$ cat src/rtl/controle_banco_pkg.sv
`default_nettype none
// ============================================================================
//  Module      : controle_pkg
//  Description : Shared opcodes, FSM state encoding, instruction field
//                positions and opcode classification helpers for the
//                register-bank instruction sequencer.
//  Revision    : 1.0 - initial release
// ============================================================================
package controle_pkg;

  localparam int INSTR_W = 16;
  localparam int FIELD_W = 4;
  localparam int IMM_W   = 8;

  // Instruction field positions: [15:12]=op [11:8]=rd [7:4]=rs1 [3:0]=rs2
  localparam int OP_LSB  = 12;
  localparam int RD_LSB  = 8;
  localparam int RS1_LSB = 4;
  localparam int RS2_LSB = 0;
  localparam int IMM_LSB = 0;

  localparam logic [FIELD_W-1:0] OP_NOP  = 4'h0;
  localparam logic [FIELD_W-1:0] OP_ADD  = 4'h1;
  localparam logic [FIELD_W-1:0] OP_SUB  = 4'h2;
  localparam logic [FIELD_W-1:0] OP_AND  = 4'h3;
  localparam logic [FIELD_W-1:0] OP_OR   = 4'h4;
  localparam logic [FIELD_W-1:0] OP_LI   = 4'h5;
  localparam logic [FIELD_W-1:0] OP_MOV  = 4'h6;
  localparam logic [FIELD_W-1:0] OP_HALT = 4'hF;

  typedef enum logic [1:0] {
    ST_IDLE  = 2'd0,
    ST_EXEC  = 2'd1,
    ST_WRITE = 2'd2,
    ST_HALT  = 2'd3
  } state_t;

  // Opcodes that produce a bank write-back
  function automatic logic op_writes(input logic [FIELD_W-1:0] op);
    return (op >= OP_ADD) && (op <= OP_MOV);
  endfunction

  // Arithmetic/logic opcodes that refresh the zero flag
  function automatic logic op_sets_zero(input logic [FIELD_W-1:0] op);
    return (op >= OP_ADD) && (op <= OP_OR);
  endfunction

  // Undefined opcodes 7..E: retired as NOP but flagged
  function automatic logic op_illegal(input logic [FIELD_W-1:0] op);
    return (op > OP_MOV) && (op < OP_HALT);
  endfunction

endpackage
`default_nettype wire

$ cat src/rtl/controle_banco_if.sv
`default_nettype none
// ============================================================================
//  Module      : controle_banco_if
//  Description : Instruction valid/ready handshake between the instruction
//                source (master) and the sequencer (slave).
//  Revision    : 1.0 - initial release
// ============================================================================
interface controle_banco_if;
  import controle_pkg::*;

  logic [INSTR_W-1:0] instr;
  logic               instr_valid;
  logic               instr_ready;

  modport master (output instr, output instr_valid, input instr_ready);
  modport slave  (input instr, input instr_valid, output instr_ready);

endinterface
`default_nettype wire

$ cat src/rtl/controle_banco_ula.sv
`default_nettype none
// ============================================================================
//  Module      : ula
//  Description : Combinational ALU of the sequencer. Computes the write-back
//                value for every opcode and a result==0 flag.
//  Revision    : 1.0 - initial release
// ============================================================================
module ula
  import controle_pkg::*;
#(
  parameter int DATA_W = 16
) (
  input  logic [FIELD_W-1:0] op,
  input  logic [DATA_W-1:0]  a,
  input  logic [DATA_W-1:0]  b,
  input  logic [IMM_W-1:0]   imm8,
  output logic [DATA_W-1:0]  result,
  output logic               zero
);

  // Opcode decode; non-writing opcodes yield 0 (value is never stored)
  always_comb begin
    result = '0;
    case (op)
      OP_ADD:  result = a + b;
      OP_SUB:  result = a - b;
      OP_AND:  result = a & b;
      OP_OR:   result = a | b;
      OP_LI:   result = DATA_W'(imm8);
      OP_MOV:  result = a;
      default: result = '0;
    endcase
  end

  assign zero = (result == '0);

endmodule
`default_nettype wire

$ cat src/rtl/controle_banco.sv
`default_nettype none
// ============================================================================
//  Module      : controle_banco
//  Description : Multi-cycle instruction sequencer for a 16x16 register bank.
//                Accepts an instruction, reads two operands through the
//                bank's asynchronous read ports, computes the result and
//                issues one registered write-back per writing instruction.
//  Revision    : 1.0 - initial release
// ============================================================================
module controle_banco
  import controle_pkg::*;
#(
  parameter int DATA_W  = 16,
  parameter int ADDR_W  = 4,
  parameter int COUNT_W = 16
) (
  input  logic               clk,
  input  logic               rst_n,
  controle_banco_if.slave    bus,
  output logic [ADDR_W-1:0]  endereco_reg1,
  output logic [ADDR_W-1:0]  endereco_reg2,
  input  logic [DATA_W-1:0]  conteudo_reg1,
  input  logic [DATA_W-1:0]  conteudo_reg2,
  output logic [ADDR_W-1:0]  endereco_escrita,
  output logic [DATA_W-1:0]  conteudo_escrita,
  output logic               enable,
  output logic               zero,
  output logic               illegal,
  output logic               halted,
  output logic [COUNT_W-1:0] retired
);

  state_t              state_q, state_d;
  logic [INSTR_W-1:0]  ir_q, ir_d;
  logic [ADDR_W-1:0]   endereco_escrita_q, endereco_escrita_d;
  logic [DATA_W-1:0]   conteudo_escrita_q, conteudo_escrita_d;
  logic                enable_q, enable_d;
  logic                zero_q, zero_d;
  logic                illegal_q, illegal_d;
  logic [COUNT_W-1:0]  retired_q, retired_d;

  logic [FIELD_W-1:0]  op;
  logic [DATA_W-1:0]   alu_result;
  logic                alu_zero;
  logic                ready;

  assign op = ir_q[OP_LSB +: FIELD_W];

  // Read addresses come straight from IR, so operands are valid during EXEC
  assign endereco_reg1 = ADDR_W'(ir_q[RS1_LSB +: FIELD_W]);
  assign endereco_reg2 = ADDR_W'(ir_q[RS2_LSB +: FIELD_W]);

  ula #(
    .DATA_W (DATA_W)
  ) u_ula (
    .op     (op),
    .a      (conteudo_reg1),
    .b      (conteudo_reg2),
    .imm8   (ir_q[IMM_LSB +: IMM_W]),
    .result (alu_result),
    .zero   (alu_zero)
  );

  // Not ready while reset is held, so nothing is offered during reset
  assign ready           = (state_q == ST_IDLE) && rst_n;
  assign bus.instr_ready = ready;

  // Next-state and datapath updates; every register holds by default
  always_comb begin
    state_d            = state_q;
    ir_d               = ir_q;
    endereco_escrita_d = endereco_escrita_q;
    conteudo_escrita_d = conteudo_escrita_q;
    enable_d           = 1'b0;
    zero_d             = zero_q;
    illegal_d          = illegal_q;
    retired_d          = retired_q;

    case (state_q)
      ST_IDLE: begin
        if (bus.instr_valid) begin
          ir_d    = bus.instr;
          state_d = ST_EXEC;
        end
      end

      ST_EXEC: begin
        if (op_sets_zero(op)) begin
          zero_d = alu_zero;
        end
        if (op_writes(op)) begin
          endereco_escrita_d = ADDR_W'(ir_q[RD_LSB +: FIELD_W]);
          conteudo_escrita_d = alu_result;
          enable_d           = 1'b1;
          state_d            = ST_WRITE;
        end else if (op == OP_HALT) begin
          retired_d = retired_q + COUNT_W'(1);
          state_d   = ST_HALT;
        end else begin
          if (op_illegal(op)) begin
            illegal_d = 1'b1;
          end
          retired_d = retired_q + COUNT_W'(1);
          state_d   = ST_IDLE;
        end
      end

      ST_WRITE: begin
        retired_d = retired_q + COUNT_W'(1);
        state_d   = ST_IDLE;
      end

      ST_HALT: begin
        state_d = ST_HALT;
      end

      default: begin
        state_d = ST_IDLE;
      end
    endcase
  end

  // State register; async reset drops any in-flight instruction and write
  always_ff @(posedge clk or negedge rst_n) begin
    if (!rst_n) begin
      state_q            <= ST_IDLE;
      ir_q               <= '0;
      endereco_escrita_q <= '0;
      conteudo_escrita_q <= '0;
      enable_q           <= 1'b0;
      zero_q             <= 1'b0;
      illegal_q          <= 1'b0;
      retired_q          <= '0;
    end else begin
      state_q            <= state_d;
      ir_q               <= ir_d;
      endereco_escrita_q <= endereco_escrita_d;
      conteudo_escrita_q <= conteudo_escrita_d;
      enable_q           <= enable_d;
      zero_q             <= zero_d;
      illegal_q          <= illegal_d;
      retired_q          <= retired_d;
    end
  end

  assign endereco_escrita = endereco_escrita_q;
  assign conteudo_escrita = conteudo_escrita_q;
  assign enable           = enable_q;
  assign zero             = zero_q;
  assign illegal          = illegal_q;
  assign halted           = (state_q == ST_HALT);
  assign retired          = retired_q;

endmodule
`default_nettype wire

$ cat src/flat_wrapper.sv
// flat-port wrapper written by rule: the top's interface ports become plain ports
module controle_banco_flat import controle_pkg::*;
#(
  parameter int DATA_W  = 16,
  parameter int ADDR_W  = 4,
  parameter int COUNT_W = 16
)
  (clk, rst_n, endereco_reg1, endereco_reg2, conteudo_reg1, conteudo_reg2, endereco_escrita, conteudo_escrita, enable, zero, illegal, halted, retired, bus_instr, bus_instr_valid, bus_instr_ready);
  controle_banco_if bus_i ();
  input  logic clk;
  input  logic rst_n;
  output logic [ADDR_W-1:0] endereco_reg1;
  output logic [ADDR_W-1:0] endereco_reg2;
  input  logic [DATA_W-1:0] conteudo_reg1;
  input  logic [DATA_W-1:0] conteudo_reg2;
  output logic [ADDR_W-1:0] endereco_escrita;
  output logic [DATA_W-1:0] conteudo_escrita;
  output logic enable;
  output logic zero;
  output logic illegal;
  output logic halted;
  output logic [COUNT_W-1:0] retired;
  input wire logic [$bits(bus_i.instr)-1:0] bus_instr;
  input wire logic [$bits(bus_i.instr_valid)-1:0] bus_instr_valid;
  output wire logic [$bits(bus_i.instr_ready)-1:0] bus_instr_ready;
  assign bus_i.instr = bus_instr;
  assign bus_i.instr_valid = bus_instr_valid;
  assign bus_instr_ready = bus_i.instr_ready;
  controle_banco #(.DATA_W(DATA_W), .ADDR_W(ADDR_W), .COUNT_W(COUNT_W)) u_core (.clk(clk), .rst_n(rst_n), .bus(bus_i), .endereco_reg1(endereco_reg1), .endereco_reg2(endereco_reg2), .conteudo_reg1(conteudo_reg1), .conteudo_reg2(conteudo_reg2), .endereco_escrita(endereco_escrita), .conteudo_escrita(conteudo_escrita), .enable(enable), .zero(zero), .illegal(illegal), .halted(halted), .retired(retired));
endmodule
$ cat config.mk
export PLATFORM = sky130hd
export DESIGN_NAME = controle_banco_flat
export DESIGN_NICKNAME = d
export VERILOG_FILES = /design/src/rtl/controle_banco_pkg.sv /design/src/rtl/controle_banco_if.sv /design/src/rtl/controle_banco_ula.sv /design/src/rtl/controle_banco.sv /design/src/flat_wrapper.sv
export SDC_FILE = /design/constraint.sdc
export NUM_CORES = 1
export LEC_CHECK = 0
export ABC_AREA = 1
export CORE_AREA = 2 2 104 106
export CTS_CLUSTER_DIAMETER = 50
export CTS_CLUSTER_SIZE = 10
export DETAILED_ROUTE_END_ITERATION = 8
export DIE_AREA = 0 0 106 108
export PLACE_DENSITY = 0.69
export SLEW_MARGIN = 10
export SYNTH_ARGS = -nofsm -noshare
export SYNTH_HDL_FRONTEND = slang
export SYNTH_SLANG_ARGS = --single-unit
$ cat constraint.sdc
create_clock -name clk -period 3.6 [get_ports clk]
set_clock_uncertainty 0.1 [all_clocks]
set_input_delay 0.54 -clock clk [delete_from_list [all_inputs] [get_ports clk]]
set_output_delay 0.54 -clock clk [all_outputs]
set_load 0.02 [all_outputs]
# --- After elaboration in Yosys (flattened, before gate mapping) ---
# Index checks and enable logic that the tools add are counted.
word_totals:
  wordCells: 53
  regBits: 57
  in_bits: 51
  latch_bits: 0
  out_inout_bits: 49
  ram_bits: 0
  rom_bits: 0
  n_memories: 0
op_classes:
  n_bitwise: 4
  n_mux: 9
  div: 0
  multipliers: 0
  eq_ne: 12
  add_sub_neg: 3
  n_reduce_logical: 12
  magnitude_cmp: 5
  shift: 0
ops:
  columns: ["op", "n"]
  rows:
  - ["16-bit case mux with 6 select lines", 1]
  - ["16-bit case mux with 2 select lines", 1]
  - ["16-bit by 1-bit adder with 16-bit output, second input constant", 1]
  - ["16-bit adder", 1]
  - ["16-bit AND", 1]
  - ["16-bit zero test", 1]
  - ["16-bit 2-to-1 mux", 1]
  - ["16-bit OR", 1]
  - ["16-bit subtractor", 1]
  - ["4-bit by 3-bit equality test with 1-bit output, second input constant", 3]
  - ["4-bit by 2-bit equality test with 1-bit output, second input constant", 2]
  - ["4-bit by 3-bit <= comparator with 1-bit output, second input constant", 2]
  - ["2-bit case mux with 4 select lines", 1]
  - ["2-bit AND reduction", 4]
  - ["2-bit 2-to-1 mux", 3]
  - ["2-bit equality test, second input constant", 2]
  - ["4-bit by 1-bit equality test with 1-bit output, second input constant", 1]
  - ["4-bit equality test, second input constant", 1]
  - ["4-bit by 1-bit greater-or-equal comparator with 1-bit output, second input constant", 1]
  - ["4-bit by 3-bit > comparator with 1-bit output, second input constant", 1]
  - ["1-bit logical AND", 4]
  - ["4-bit < comparator, second input constant", 1]
  - ["2-bit inequality test, second input constant", 2]
  - ["4-bit AND reduction", 1]
  - ["5 further kinds", 7]

# --- Depth between registers and ports, before layout ---
depth:
  depth_word: 4
  ltp_mapped: 24
  depth_no_buf: 23

# --- Modules after synthesis ---
# From an unflattened synthesis, not the netlist that was laid out.
unflattened:
  hier_cells: 719
  hier_area_um2: 4688.2
by_module_without_submodules:
  columns: ["module", "instances", "area_each_um2", "seq_area_each_um2", "cells_per_inst"]
  rows:
  - ["controle_banco", 1, 2723.9, 1426.4, 315]
  - ["ula", 1, 1964.4, 0.0, 404]

# --- Least setup slack after synthesis ---
# OpenSTA, ideal clock, no wires.
synth_timing:
  path_kind: "input to register"
  startpoint: "in conteudo_reg2[0]"
  endpoint: "reg u_core.zero_q, in the netlist u_core.zero"
  path_slack_ps: 627
  setup_time_ps: 117
  required_ps: 3383
  cell_stages: 21
  t_arrival_ps: 2756
  cell_sequence: "inv_1 ha_1 inv_1 nor3_1 nand2_1 o21ai_0 xor2_1 inv_1 ha_1 nand2_1 inv_1 a21oi_1 nor2_1 nor3_1 nand2_1 nand2_1 nand3_1 nand2_1 nor2_1 nand3_1 nand2_1"
synth_via:
  elab_chain_len: 3
  elab_cells_between_ends: 6
synth_lines:
  columns: ["item", "line_no", "rtl"]
  rows:
  - ["start, declared", "flat_wrapper.sv:15", "input logic [DATA_W-1:0] conteudo_reg2;"]
  - ["16-bit subtractor (tied with other cells)", "controle_banco_ula.sv:26", "OP_SUB: result = a - b;"]
  - ["16-bit case mux with 6 select lines *", "controle_banco_ula.sv:24", "case (op)"]
  - ["16-bit zero test *", "controle_banco_ula.sv:35", "assign zero = (result == '0);"]
  - ["end signal, assigned", "controle_banco.sv:140", "zero_q <= zero_d;"]
  - ["end, declared", "controle_banco.sv:38", "logic zero_q, zero_d;"]
# Every way passes the cells marked *; elsewhere a longest branch is shown, timed or not.
# A chain may end at the register's enable or synchronous reset.

# --- Worst setup path after layout ---
# Ends and elaborated chain as after synthesis.

==> summary.md <==
| Metric | Value |
|---|---|
| Outcome | finished, final reports clean |
| Primary FF master, synth | dfrtp_1 |
| Leakage | 0.003037 uW |
| Synth async-reset ratio | 100.0% |
| Final WL | 13.08 mm |
| Row cnt | 37 |
| Crit path DAT | 3460 ps |
| Fraction of layout cells with a size suffix above 1 | 11.50% |
| Seq. cell area | 1426 um^2 |
| TritonCTS clock tree | built |
| Int Pwr | 1184 uW |
| IR drop worst, VDD | 0.2413 mV |
| Final Hold Fails | 0 |
| Worst-path fanout max | 4 |
| DIE HEIGHT | 108 um |
| Mux share of post-synthesis cell area | 3.114% |
| # nets final | 832 |
| CTS sink count | 57 |
| DRT Pass-1 Iters | 5 |
| Worst reg2reg setup slack | 310 ps |
| Adder-Cell Fraction of Synth Area | 5.940% |
| Clock share of power | 40.4% |
| Compound-Gate Fraction of Synth Area | 7.411% |
| Most frequent cells after synthesis | nand2_1 (220), inv_1 (83), nor2_1 (60), dfrtp_1 (57), nand3_1 (40) |
| Worst setup SP type | input port |
| Tot Pwr | 1594 uW |
| Pins over their slew limit | 0 |
| # IOs | 100 |
| Initial Util | 42.41% |
| HPWL Detailed | 10.44 mm |
| Post-synth EDFFs | 0 |
| Flop pwr share | 40.2% |
| Post-synthesis simple-gate area fraction | 34.72% |
| Slew HR | 34.91% |
| P per Cell Area | 271.1 nW/um^2 |
| Area leader, netlist | dfrtp_1 |
| Port Buffers | 99 |
| Cell area after synthesis | 4339 um^2 |
| Reg clk slew, reported paths | 60 ps |
| DRC errors left | 0 |
| Reg-to-reg endpoint | u_core.zero |
| Hold WS | 342.6 ps |
| DP Area | 5623 um^2 |
| Diodes inserted | 0 |
| Vias in the first global route | 4,344 |
| Core area | 10,230 um^2 |
| Fin crit period | 3346 ps |
| Hold-fix buffers, CTS | 0 |
| F_max | 0.2988 GHz |
| CTS max path bufs | 2 |
| Final Cell Area | 5881 um^2 |
| Iteration-0 DRC Markers | 220 |
| Tightest Pin Transition | 974.0 ps |
| Maxcap violations | 0 |
| Yosys warning total | 0 |
| Synth area leaders | dfrtp_1 (33%), nand2_1 (19%), inv_1 (7.2%) |
| Crit. End Element | flop |
| Critical path's slowest cell | o31ai_1 |
| Largest family of logic cells by synthesized area | simple AND/OR/NAND/NOR gates |
| Most used cell, CP | nand3_1 |
| Critical-path cell list | clkdlybuf4s50_1 > inv_1 > buf_4 > nand3_1 > o31ai_1 > o21ai_0 > xor2_1 > inv_1 > ha_1 > nand2_1 > nor2_1 > nand3_1 > nand3_1 > nand2_1 > o21ai_1 > nor2_1 > nand3_1 > nand2_1 |
| Multi-input gate area | 2522 um^2 |
| Final setup viols | 0 |
| Final Core Density | 57.48% |
| Initial antenna violation count | 0 |
| Yosys top cell area share | 32.87% |
| Die area | 11,450 um^2 |
| Die Width | 106 um |
| Total track usage | 23.32% |
| Switching share of power | 25.75% |
| R2r worst-path depth | 21 |
| NetSw | 410.5 uW |
| Top-count cell post-synth | nand2_1 |
| Worst path max stage delay | 440 ps |
| Synth Area in XOR/XNOR | 5.854% |
| Area grow syn2layout | 35.52% |
| Routed Antenna Nets | 0 |
| Post-synthesis cell type count | 38 |
| Fin Setup TNS | 0 ps |
| Via density | 4.947 |
| First-pass GRT wire length | 21.03 mm |
| Critical path class | input port to flop |
| Crit share post-route | 92.95% |
| Fill cells | 1,005 |
| CTS H-tree lvls | 3 |
| Avg Synthesized Cell Area | 6.812 um^2 |
| CP required | 3720 ps |
| Synth Register Bits | 57 |
| Vias | 4,457 |
| Routability cong. | 0.8966 |
| Syn_nets | 708 |
| GRT Residual Overflow | 0 |
| CTS Root Cell | clkbuf_8 |
| Num CTS Buffers | 9 |
| Combinational share of power | 19.4% |
| Worst hold path type | input port to asynchronous set/reset pin |
| Skew-Pair Late Insertion Delay | 330 ps |
| R2r startpoint | u_core.ir_q[12] |
| DR WL/cell | 14.51 um |
| Register area share after synthesis | 32.87% |
| Largest net degree at the start of global routing | 58 |
| Synthesized instance count | 637 |
critical path, delay by kind of cell:
family	cells	cell delay [ps]
buffers and inverters	4	660
and+or+nand+nor	9	920
adders and majority gates	1	330
xor gates and xnor gates	1	180
AOI/OAI and AO/OA	3	840
cells by family (layout without fill, tap and decap cells):
group / Yosys count / in the layout
AND/OR/NAND/NOR: 356 / 356
AO/OA/AOI/OAI: 58 / 58
multiplexers: 12 / 12
buffers and inverters: 105 / 233
adder cells (fa/ha/maj): 20 / 20
XOR/XNOR: 29 / 29
flip-flops: 57 / 57
sequential cells by signal, summed over array words and instances (netlist names):
name,flops
u_core.conteudo_escrita,16
u_core.enable,1
u_core.endereco_escrita,4
u_core.illegal,1
u_core.ir_q,16
u_core.retired,16
u_core.state_q,2
u_core.zero,1
how the worst max path moves through the flow:
| stage | start | endpoint | slack [ps] | cells past startpoint |
|---|---|---|---|---|
| after detailed placement | conteudo_reg2[1] | u_core.zero | -500 | 22 |
| final | conteudo_reg2[0] | u_core.zero | 250 | 18 |
| after global routing | conteudo_reg2[0] | u_core.zero | -10 | 21 |
| after global placement | conteudo_reg2[1] | u_core.zero | -510 | 22 |
| after CTS | conteudo_reg2[1] | u_core.zero | 40 | 22 |
| after floorplan | conteudo_reg2[0] | u_core.zero | 630 | 21 |
area by class of cell:
| type | instances | share of cell area [%] |
|---|---|---|
| Multi-Input combinational cell | 475 | 42.89 |
| Sequential cell | 57 | 24.26 |
| Timing Repair Buffer | 130 | 20.72 |
| Clock buffer | 12 | 2.468 |
| Inverter | 88 | 5.660 |
| Clock inverter | 3 | 1.106 |
| Tap cell | 136 | 2.894 |
cells in the final DEF (no fill, tap or decap), types with 2 or more instances in the layout:
cell type        Yosys  routed
nand2_1            220     218
clkdlybuf4s50_1      0      98
inv_1               83      82
nor2_1              60      58
dfrtp_1             57      57
nand3_1             40      40
buf_4                9      31
xor2_1              24      24
a21oi_1             24      23
o21ai_0             24      22
ha_1                19      18
mux2_2              12      12
clkbuf_8             0      10
nand4_1              8       8
nand2_2              5       7
nor3_1               8       6
inv_2                4       5
xnor2_1              5       5
nand3b_1             4       4
o31ai_1              3       3
o21ai_1              1       3
nor3_2               2       3
nor2_4               2       3
or2_2                2       2
nor2_2               1       2
clkbuf_1             2       2
bufinv_16            0       2
power by group through the flow:
| stage | registers [uW] | clock network (uW) | logic (uW) |
|---|---|---|---|
| after detailed placement | 652 | 0 | 299 |
| after CTS | 641 | 653 | 301 |
| final | 641 | 644 | 310 |
| after floorplan | 653 | 0 | 154 |
| after global placement | 652 | 0 | 297 |
| after global routing | 640 | 682 | 346 |
through the flow:
step,cells,setup slack [ps]
finish,901,253.7
global route,901,-13.51
CTS,901,36.62
detailed placement,886,-499.5
global placement,886,-509.1
floorplan,637,626.9
what timing repair did:
item	CTS	global route
pin swaps	0	1
setup endpoints to repair	1	5
endpoints found under the hold margin	0	0
gates resized for setup	2	11
setup buffers	0	0
layer usage:
layer | wire length (um) | track usage [%] | vias to the layer above
li1 | - | - | 2245
met3 | 762 | 4.581 | 18
met5 | 0 | 0 | -
met4 | 241 | 6.767 | 0
met2 | 6122 | 39.45 | 155
met1 | 5949 | 30.52 | 2039
No activity file was read; power rests on OpenSTA's default activity.
